[src/rtl/bus_control_ws_if.sv]
// 68000 bus pins seen by the bus controller: CPU strobes/address in, acknowledges and chip selects out.
interface bus_control_ws_if #(
  parameter int unsigned RAM_BANKS = 1
);
  logic                 AS_IN;
  logic                 RW_IN;
  logic                 UDS_IN;
  logic                 LDS_IN;
  logic [23:0]          ADDR_IN;
  logic                 DTACK;
  logic                 BERR;
  logic                 PROMCS0;
  logic                 PROMCS1;
  logic [RAM_BANKS-1:0] SRAMCS0;
  logic [RAM_BANKS-1:0] SRAMCS1;
  logic                 OE;

  modport master (
    output AS_IN, RW_IN, UDS_IN, LDS_IN, ADDR_IN,
    input  DTACK, BERR, PROMCS0, PROMCS1, SRAMCS0, SRAMCS1, OE
  );

  modport slave (
    input  AS_IN, RW_IN, UDS_IN, LDS_IN, ADDR_IN,
    output DTACK, BERR, PROMCS0, PROMCS1, SRAMCS0, SRAMCS1, OE
  );
endinterface

[src/rtl/bus_control_ws.sv]
// 68000 bus controller: reset sequencing, ROM/SRAM decode, wait states, DTACK and bus-error timeout.
// Optional single-step stepper is built when the STEPPER_EN macro is defined.
module bus_control_ws #(
  parameter int unsigned RESET_CYCLES = 10000,
  parameter int unsigned RAM_BANKS    = 1,
  parameter int unsigned ROM_WAIT     = 1,
  parameter int unsigned RAM_WAIT     = 0,
  parameter int unsigned BERR_TIMEOUT = 64
) (
  input  logic           CPUCLK_IN,
  input  logic           RESET_IN,
  input  logic           STEPEN_IN,
  input  logic           STEP_IN,
  bus_control_ws_if.slave bus,
  output logic           RESET,
  output logic           HALT,
  output logic           RUN
);

  localparam int unsigned CNT_W  = 14;
  localparam int unsigned WAIT_W = 8;

`ifdef STEPPER_EN
  typedef enum logic [2:0] {
    S_IDLE, S_WAIT, S_ACK, S_BERR, S_STEP, S_RELEASE
  } state_e;
`else
  typedef enum logic [1:0] {
    S_IDLE, S_WAIT, S_ACK, S_BERR
  } state_e;
  logic unused_step;
  assign unused_step = STEPEN_IN ^ STEP_IN;
`endif

  logic [CNT_W-1:0]  rst_cnt_q, rst_cnt_d;
  logic              run_q, run_d;
  state_e            state_q, state_d;
  logic [WAIT_W-1:0] wcnt_q, wcnt_d;
  logic              tmo_q, tmo_d;
  logic              dtack_q, dtack_d;
  logic              berr_q, berr_d;

  logic [3:0]           region;
  logic                 rom_hit;
  logic [RAM_BANKS-1:0] ram_hit;
  logic                 ram_any;
  logic                 asreq;
  logic                 dtreq;
  logic [19:0]          unused_addr;

  assign unused_addr = bus.ADDR_IN[19:0];

  // Power-on sequencing: count cycles after release, then hold RUN
  always_comb begin
    rst_cnt_d = rst_cnt_q;
    run_d     = run_q;
    if (!run_q) begin
      if (rst_cnt_q == CNT_W'(RESET_CYCLES)) begin
        run_d = 1'b1;
      end else begin
        rst_cnt_d = rst_cnt_q + CNT_W'(1);
      end
    end
  end

  // Address decode on the top nibble
  always_comb begin
    region  = bus.ADDR_IN[23:20];
    rom_hit = (region == 4'h0) || (region == 4'hF);
    ram_hit = '0;
    for (int unsigned i = 0; i < RAM_BANKS; i++) begin
      ram_hit[i] = (region == 4'(i + 1));
    end
    ram_any = |ram_hit;
    asreq   = run_q & bus.AS_IN;
    dtreq   = asreq & (bus.UDS_IN | bus.LDS_IN);
  end

  assign bus.PROMCS0 = asreq & rom_hit & bus.RW_IN & bus.UDS_IN;
  assign bus.PROMCS1 = asreq & rom_hit & bus.RW_IN & bus.LDS_IN;
  assign bus.SRAMCS0 = ram_hit & {RAM_BANKS{asreq & bus.UDS_IN}};
  assign bus.SRAMCS1 = ram_hit & {RAM_BANKS{asreq & bus.LDS_IN}};
  assign bus.OE      = asreq & (rom_hit | ram_any) & bus.RW_IN;

  // Where a mapped access goes once its wait states are spent
  state_e done_state;
  logic   done_dtack;
  always_comb begin
`ifdef STEPPER_EN
    done_state = STEPEN_IN ? S_STEP : S_ACK;
    done_dtack = ~STEPEN_IN;
`else
    done_state = S_ACK;
    done_dtack = 1'b1;
`endif
  end

  logic [WAIT_W-1:0] wait_ld;

  always_comb begin
    state_d = state_q;
    wcnt_d  = wcnt_q;
    tmo_d   = tmo_q;
    dtack_d = 1'b0;
    berr_d  = 1'b0;
    wait_ld = '0;
    if (!run_q) begin
      state_d = S_IDLE;
      tmo_d   = 1'b0;
    end else begin
      case (state_q)
        S_IDLE: begin
          if (dtreq) begin
            tmo_d = 1'b0;
            if (rom_hit && !bus.RW_IN) begin
              state_d = S_BERR;
              berr_d  = 1'b1;
            end else if (rom_hit || ram_any) begin
              wait_ld = rom_hit ? WAIT_W'(ROM_WAIT) : WAIT_W'(RAM_WAIT);
              if (wait_ld == '0) begin
                state_d = done_state;
                dtack_d = done_dtack;
              end else begin
                state_d = S_WAIT;
                wcnt_d  = wait_ld;
              end
            end else begin
              state_d = S_WAIT;
              wcnt_d  = WAIT_W'(BERR_TIMEOUT);
              tmo_d   = 1'b1;
            end
          end
        end
        S_WAIT: begin
          if (!dtreq) begin
            state_d = S_IDLE;
          end else if (wcnt_q == WAIT_W'(1)) begin
            if (tmo_q) begin
              state_d = S_BERR;
              berr_d  = 1'b1;
            end else begin
              state_d = done_state;
              dtack_d = done_dtack;
            end
          end else begin
            wcnt_d = wcnt_q - WAIT_W'(1);
          end
        end
        S_ACK: begin
          if (!dtreq) begin
`ifdef STEPPER_EN
            state_d = STEPEN_IN ? S_RELEASE : S_IDLE;
`else
            state_d = S_IDLE;
`endif
          end else begin
            dtack_d = 1'b1;
          end
        end
        S_BERR: begin
          if (!bus.AS_IN) begin
            state_d = S_IDLE;
          end else begin
            berr_d = 1'b1;
          end
        end
`ifdef STEPPER_EN
        S_STEP: begin
          if (!dtreq) begin
            state_d = S_IDLE;
          end else if (STEP_IN || !STEPEN_IN) begin
            state_d = S_ACK;
            dtack_d = 1'b1;
          end
        end
        // One bus cycle per press: wait for the button to come back up
        S_RELEASE: begin
          if (!STEP_IN) begin
            state_d = S_IDLE;
          end
        end
`endif
        default: state_d = S_IDLE;
      endcase
    end
  end

  always_ff @(posedge CPUCLK_IN) begin
    if (RESET_IN) begin
      rst_cnt_q <= '0;
      run_q     <= 1'b0;
      state_q   <= S_IDLE;
      wcnt_q    <= '0;
      tmo_q     <= 1'b0;
      dtack_q   <= 1'b0;
      berr_q    <= 1'b0;
    end else begin
      rst_cnt_q <= rst_cnt_d;
      run_q     <= run_d;
      state_q   <= state_d;
      wcnt_q    <= wcnt_d;
      tmo_q     <= tmo_d;
      dtack_q   <= dtack_d;
      berr_q    <= berr_d;
    end
  end

  assign RUN       = run_q;
  assign RESET     = ~run_q;
  assign HALT      = ~run_q;
  assign bus.DTACK = dtack_q;
  assign bus.BERR  = berr_q;

endmodule
[src/flat_wrapper.sv]
// flat-port wrapper written by rule: the top's interface ports become plain ports
module bus_control_ws_flat 
#(
  parameter int unsigned RESET_CYCLES = 10000,
  parameter int unsigned RAM_BANKS    = 1,
  parameter int unsigned ROM_WAIT     = 1,
  parameter int unsigned RAM_WAIT     = 0,
  parameter int unsigned BERR_TIMEOUT = 64
)
  (CPUCLK_IN, RESET_IN, STEPEN_IN, STEP_IN, RESET, HALT, RUN, bus_AS_IN, bus_RW_IN, bus_UDS_IN, bus_LDS_IN, bus_ADDR_IN, bus_DTACK, bus_BERR, bus_PROMCS0, bus_PROMCS1, bus_SRAMCS0, bus_SRAMCS1, bus_OE);
  bus_control_ws_if #(.RAM_BANKS(RAM_BANKS)) bus_i ();
  input  logic CPUCLK_IN;
  input  logic RESET_IN;
  input  logic STEPEN_IN;
  input  logic STEP_IN;
  output logic RESET;
  output logic HALT;
  output logic RUN;
  input wire logic [$bits(bus_i.AS_IN)-1:0] bus_AS_IN;
  input wire logic [$bits(bus_i.RW_IN)-1:0] bus_RW_IN;
  input wire logic [$bits(bus_i.UDS_IN)-1:0] bus_UDS_IN;
  input wire logic [$bits(bus_i.LDS_IN)-1:0] bus_LDS_IN;
  input wire logic [$bits(bus_i.ADDR_IN)-1:0] bus_ADDR_IN;
  output wire logic [$bits(bus_i.DTACK)-1:0] bus_DTACK;
  output wire logic [$bits(bus_i.BERR)-1:0] bus_BERR;
  output wire logic [$bits(bus_i.PROMCS0)-1:0] bus_PROMCS0;
  output wire logic [$bits(bus_i.PROMCS1)-1:0] bus_PROMCS1;
  output wire logic [$bits(bus_i.SRAMCS0)-1:0] bus_SRAMCS0;
  output wire logic [$bits(bus_i.SRAMCS1)-1:0] bus_SRAMCS1;
  output wire logic [$bits(bus_i.OE)-1:0] bus_OE;
  assign bus_i.AS_IN = bus_AS_IN;
  assign bus_i.RW_IN = bus_RW_IN;
  assign bus_i.UDS_IN = bus_UDS_IN;
  assign bus_i.LDS_IN = bus_LDS_IN;
  assign bus_i.ADDR_IN = bus_ADDR_IN;
  assign bus_DTACK = bus_i.DTACK;
  assign bus_BERR = bus_i.BERR;
  assign bus_PROMCS0 = bus_i.PROMCS0;
  assign bus_PROMCS1 = bus_i.PROMCS1;
  assign bus_SRAMCS0 = bus_i.SRAMCS0;
  assign bus_SRAMCS1 = bus_i.SRAMCS1;
  assign bus_OE = bus_i.OE;
  bus_control_ws #(.RESET_CYCLES(RESET_CYCLES), .RAM_BANKS(RAM_BANKS), .ROM_WAIT(ROM_WAIT), .RAM_WAIT(RAM_WAIT), .BERR_TIMEOUT(BERR_TIMEOUT)) u_core (.CPUCLK_IN(CPUCLK_IN), .RESET_IN(RESET_IN), .STEPEN_IN(STEPEN_IN), .STEP_IN(STEP_IN), .bus(bus_i), .RESET(RESET), .HALT(HALT), .RUN(RUN));
endmodule
[config.mk]
export PLATFORM = sky130hd
export DESIGN_NAME = bus_control_ws_flat
export DESIGN_NICKNAME = d
export VERILOG_FILES = /design/src/rtl/bus_control_ws_if.sv /design/src/rtl/bus_control_ws.sv /design/src/flat_wrapper.sv
export SDC_FILE = /design/constraint.sdc
export NUM_CORES = 1
export LEC_CHECK = 0
export ABC_CLOCK_PERIOD_IN_PS = 2000
export BUFFER_PORTS_ARGS = -buffer_cell sky130_fd_sc_hd__buf_4
export CAP_MARGIN = 20
export CORE_MARGIN = 8
export CORE_UTILIZATION = 53
export DETAILED_ROUTE_END_ITERATION = 16
export PLACE_DENSITY = 0.79
export SYNTH_ARGS = -nofsm -noshare
export SYNTH_HDL_FRONTEND = slang
export SYNTH_SLANG_ARGS = --single-unit
[constraint.sdc]
create_clock -name CPUCLK_IN -period 2 [get_ports CPUCLK_IN]
set_clock_uncertainty 0.1 [all_clocks]
set_input_delay 0.2 -clock CPUCLK_IN [delete_from_list [all_inputs] [get_ports CPUCLK_IN]]
set_output_delay 0.2 -clock CPUCLK_IN [all_outputs]
set_load 0.02 [all_outputs]
==> flow_summary.ini <==
[clock_network]
h-tree-depth = 1
cts_buffers = 3
cts.clk_slew.worst_paths_ns = 0.15
cts_sinks = 28
cts.root.buffer_cell = clkbuf_4
cts_buffer_depth = 2
ctsResizeCount = 0
clk_latency_ns = 0.33
holdBufCountCts = 0
cts_tree = done
cts_setup_buffers = 0

[sta]
slew_headroom_pct = 64.3
whs_ns = 0.101
max_freq_mhz = 519
final.setup.tns_ns = 0
final.period_utilization_pct = 96.3
layout_min_cycle_time_ns = 1.93
rsz0062_at_grt = false
hold_viol = 0
setup_viol = 0
drv_slew = 0
tightest_slew_ns = 0.536

[layout]
final_nets = 262
seq_area_um2 = 561
final_cell_area_mm2 = 0.00195
diodes = 0
num-fill-cells = 270
multi_input_area_mm2 = 0.00104
fin_cells = 269
drive_above_1_share_pct = 16.9
area_growth_pct = 15.5

[power_and_ir_drop]
powerDensity_mw_per_mm2 = 516
vdd_drop_max_uv = 312
p_int_uw = 795
switchingPower_uw = 212
power_frac_seq_pct = 56.6
p_leak_uw = 0.000755
clock_power_share_pct = 37.1
combPwrFrac_pct = 6.3
swShare_pct = 21.1

[worst_setup_path]
reg2reg_depth = 6
regToRegSetupSlack_ns = 0.07
worstSetupStartpointType = flop
endpoint_kind = flop
rr_endpoint = u_core.wcnt_q[3]
crit_fanout = 4
regToRegStartpoint = u_core.wcnt_q[1]
endpoint = u_core.wcnt_q[3]
critical_path_class = reg2reg
cp_data_required_time_ns = 2.16
worstPathArrival_ns = 2.08
startpoint = u_core.wcnt_q[1]

[logic_synthesis]
synth_area_mm2 = 0.00169
ys_types = 53
synth-edff-count = 0
yosys_warnings = 0
synth_seq_cells = 28
avgSynthCellArea_um2 = 8.29
netlist_instances = 204
seq_area_frac_synth_pct = 33.2
synth_fp_nets = 240
ys.flop_type = dfxtp_1
async_reset_ff_share_pct = 0

[floorplan]
initial_utilization_pct = 55.4
io_pins = 42
core_mm2 = 0.00305
die_w_um = 72.5
die_area_mm2 = 0.00525
rows = 20
die_h_um = 72.5

[grt]
antenna_found_initial = 0
grt_first_pass_wirelength_um = 6580
grt_usage_pct = 15.1
grt.overflow.total = 0
first_global_vias = 1510
grt_start_max_net_pins = 28

[job]
drv_cap = 0

[drt]
vias = 1603
vias_per_cell = 5.96
drt_pass1_iterations = 4
first_iter_violations = 66
wl_per_cell_um = 14.3
drc = 0
wl_um = 3850
antenna_left = 0

[placement]
dp.cells = 265
gp_congestion = 0.872
dpl_cell_area_mm2 = 0.00190
io_buffers = 19
dpl.hpwl_um = 2870

[run_status]
status = finished clean

[worst_hold_path]
min_path_type = in2reg
through the flow:
step | util (%) | power (uW) | setup WS [ns]
CTS | 63.9 | 1010 | 0.0893
floorplan | - | 616 | 0.293
finish | 63.9 | 1010 | 0.0744
global placement | 62.2 | 645 | 0.139
detailed placement | 62.2 | 646 | 0.122
global route | 63.9 | 1050 | 0.00609
worst max-delay path, cell delays in order, from the launching register on:
cell	delay [ns]
dfxtp_1	0.34
inv_1	0.09
ha_1	0.20
or4b_4	0.49
o211ai_2	0.30
a21oi_2	0.10
a311oi_2	0.24
state kept, by name, indices dropped and copies added, names as in the netlist:
signal / cells
u_core.wcnt_q: 8
u_core.rst_cnt_q: 14
u_core.bus.DTACK: 1
u_core.tmo_q: 1
u_core.bus.BERR: 1
u_core.state_q: 2
u_core.RUN: 1
cell type report:
cell class                      instances  area share (%)
Multi-Input combinational cell        155            53.5
Sequential cell                        28            28.7
Timing Repair Buffer                   26            10.0
Tap cell                               44            2.82
Inverter                               12            2.31
Clock inverter                          1            1.54
Clock buffer                            3            1.15
placed cells by master, fill, tap and decap left out, types with 3 or more instances in the layout:
cell,n
dfxtp_1,28
buf_4,26
nor2_1,19
a21oi_1,15
inv_1,11
nand2_1,11
o21ai_0,9
xor2_1,7
nand4_1,6
nor3_1,6
nand3_1,6
nand2b_1,5
a211oi_1,4
or3_1,4
a31oi_1,4
ha_1,4
and3_1,3
and2_1,3
nor2b_1,3
o211a_1,3
nor4_1,3
o31ai_1,3
a311oi_1,3
clkbuf_4,3
kinds of logic after synthesis:
kind of cell	Yosys count	synth area share, %
AOI/OAI and AO/OA	58	24.9
xor gates and xnor gates	9	4.66
adders and majority gates	4	2.96
buffers and inverters	21	5.11
DFF	28	33.2
muxes	1	0.592
and+or+nand+nor	83	28.6
power groups by stage:
stage,Sequential (uW),Combinational (uW),Clock [uW]
CTS,570,64.3,379
global placement,582,62.9,0
floorplan,580,35.4,0
global route,571,70.9,413
finish,570,63.9,373
detailed placement,582,64.4,0
layer usage:
metal	vias up	global-route usage, %	routed length [um]
met2	30	26.6	1920
met3	8	3.58	137
li1	807	-	-
met4	0	4.89	61
met5	-	0	0
met1	758	17.5	1730
how the worst min path moves through the flow:
stage	end	cells past startpoint	startpoint	slack, ns
after floorplan	u_core.bus.BERR	2	bus_AS_IN	0.29
after global placement	u_core.rst_cnt_q[13]	2	u_core.rst_cnt_q[13]	0.37
after detailed placement	u_core.rst_cnt_q[13]	2	u_core.rst_cnt_q[13]	0.37
after CTS	u_core.bus.BERR	3	bus_AS_IN	0.10
after global routing	u_core.bus.BERR	3	bus_AS_IN	0.09
final	u_core.bus.BERR	3	bus_AS_IN	0.10
cell usage after synthesis, types with 2 or more instances:
cell      number  share of area (%)
o211a_1        3                1.8
nor2b_1        3                1.1
nor4b_1        2                1.0
nand2b_1       5                1.9
a21oi_1       15                4.4
xor2_1         7                3.6
and4b_1        2                1.2
nor3b_1        2               0.89
a31oi_1        4                1.5
nand4_1        6                2.2
dfxtp_1       28                 33
a221oi_1       2                1.0
a211oi_1       4                1.8
nand2_1       11                2.4
nor4_1         3                1.1
and3_1         3                1.1
nor2_1        19                4.2
clkbuf_1       5                1.1
xnor2_1        2                1.0
inv_1         11                2.4
nor3_1         6                1.8
ha_1           4                3.0
or3_1          4                1.5
nand3_1        6                1.8
o31ai_1        3                1.3
and2_1         3                1.1
or4_1          2               0.89
o21ai_0        9                2.7
buf_2          3               0.89
a311oi_1       3                1.6
a41oi_1        2                1.0
Note: power is estimated with default switching activity, not from simulation.
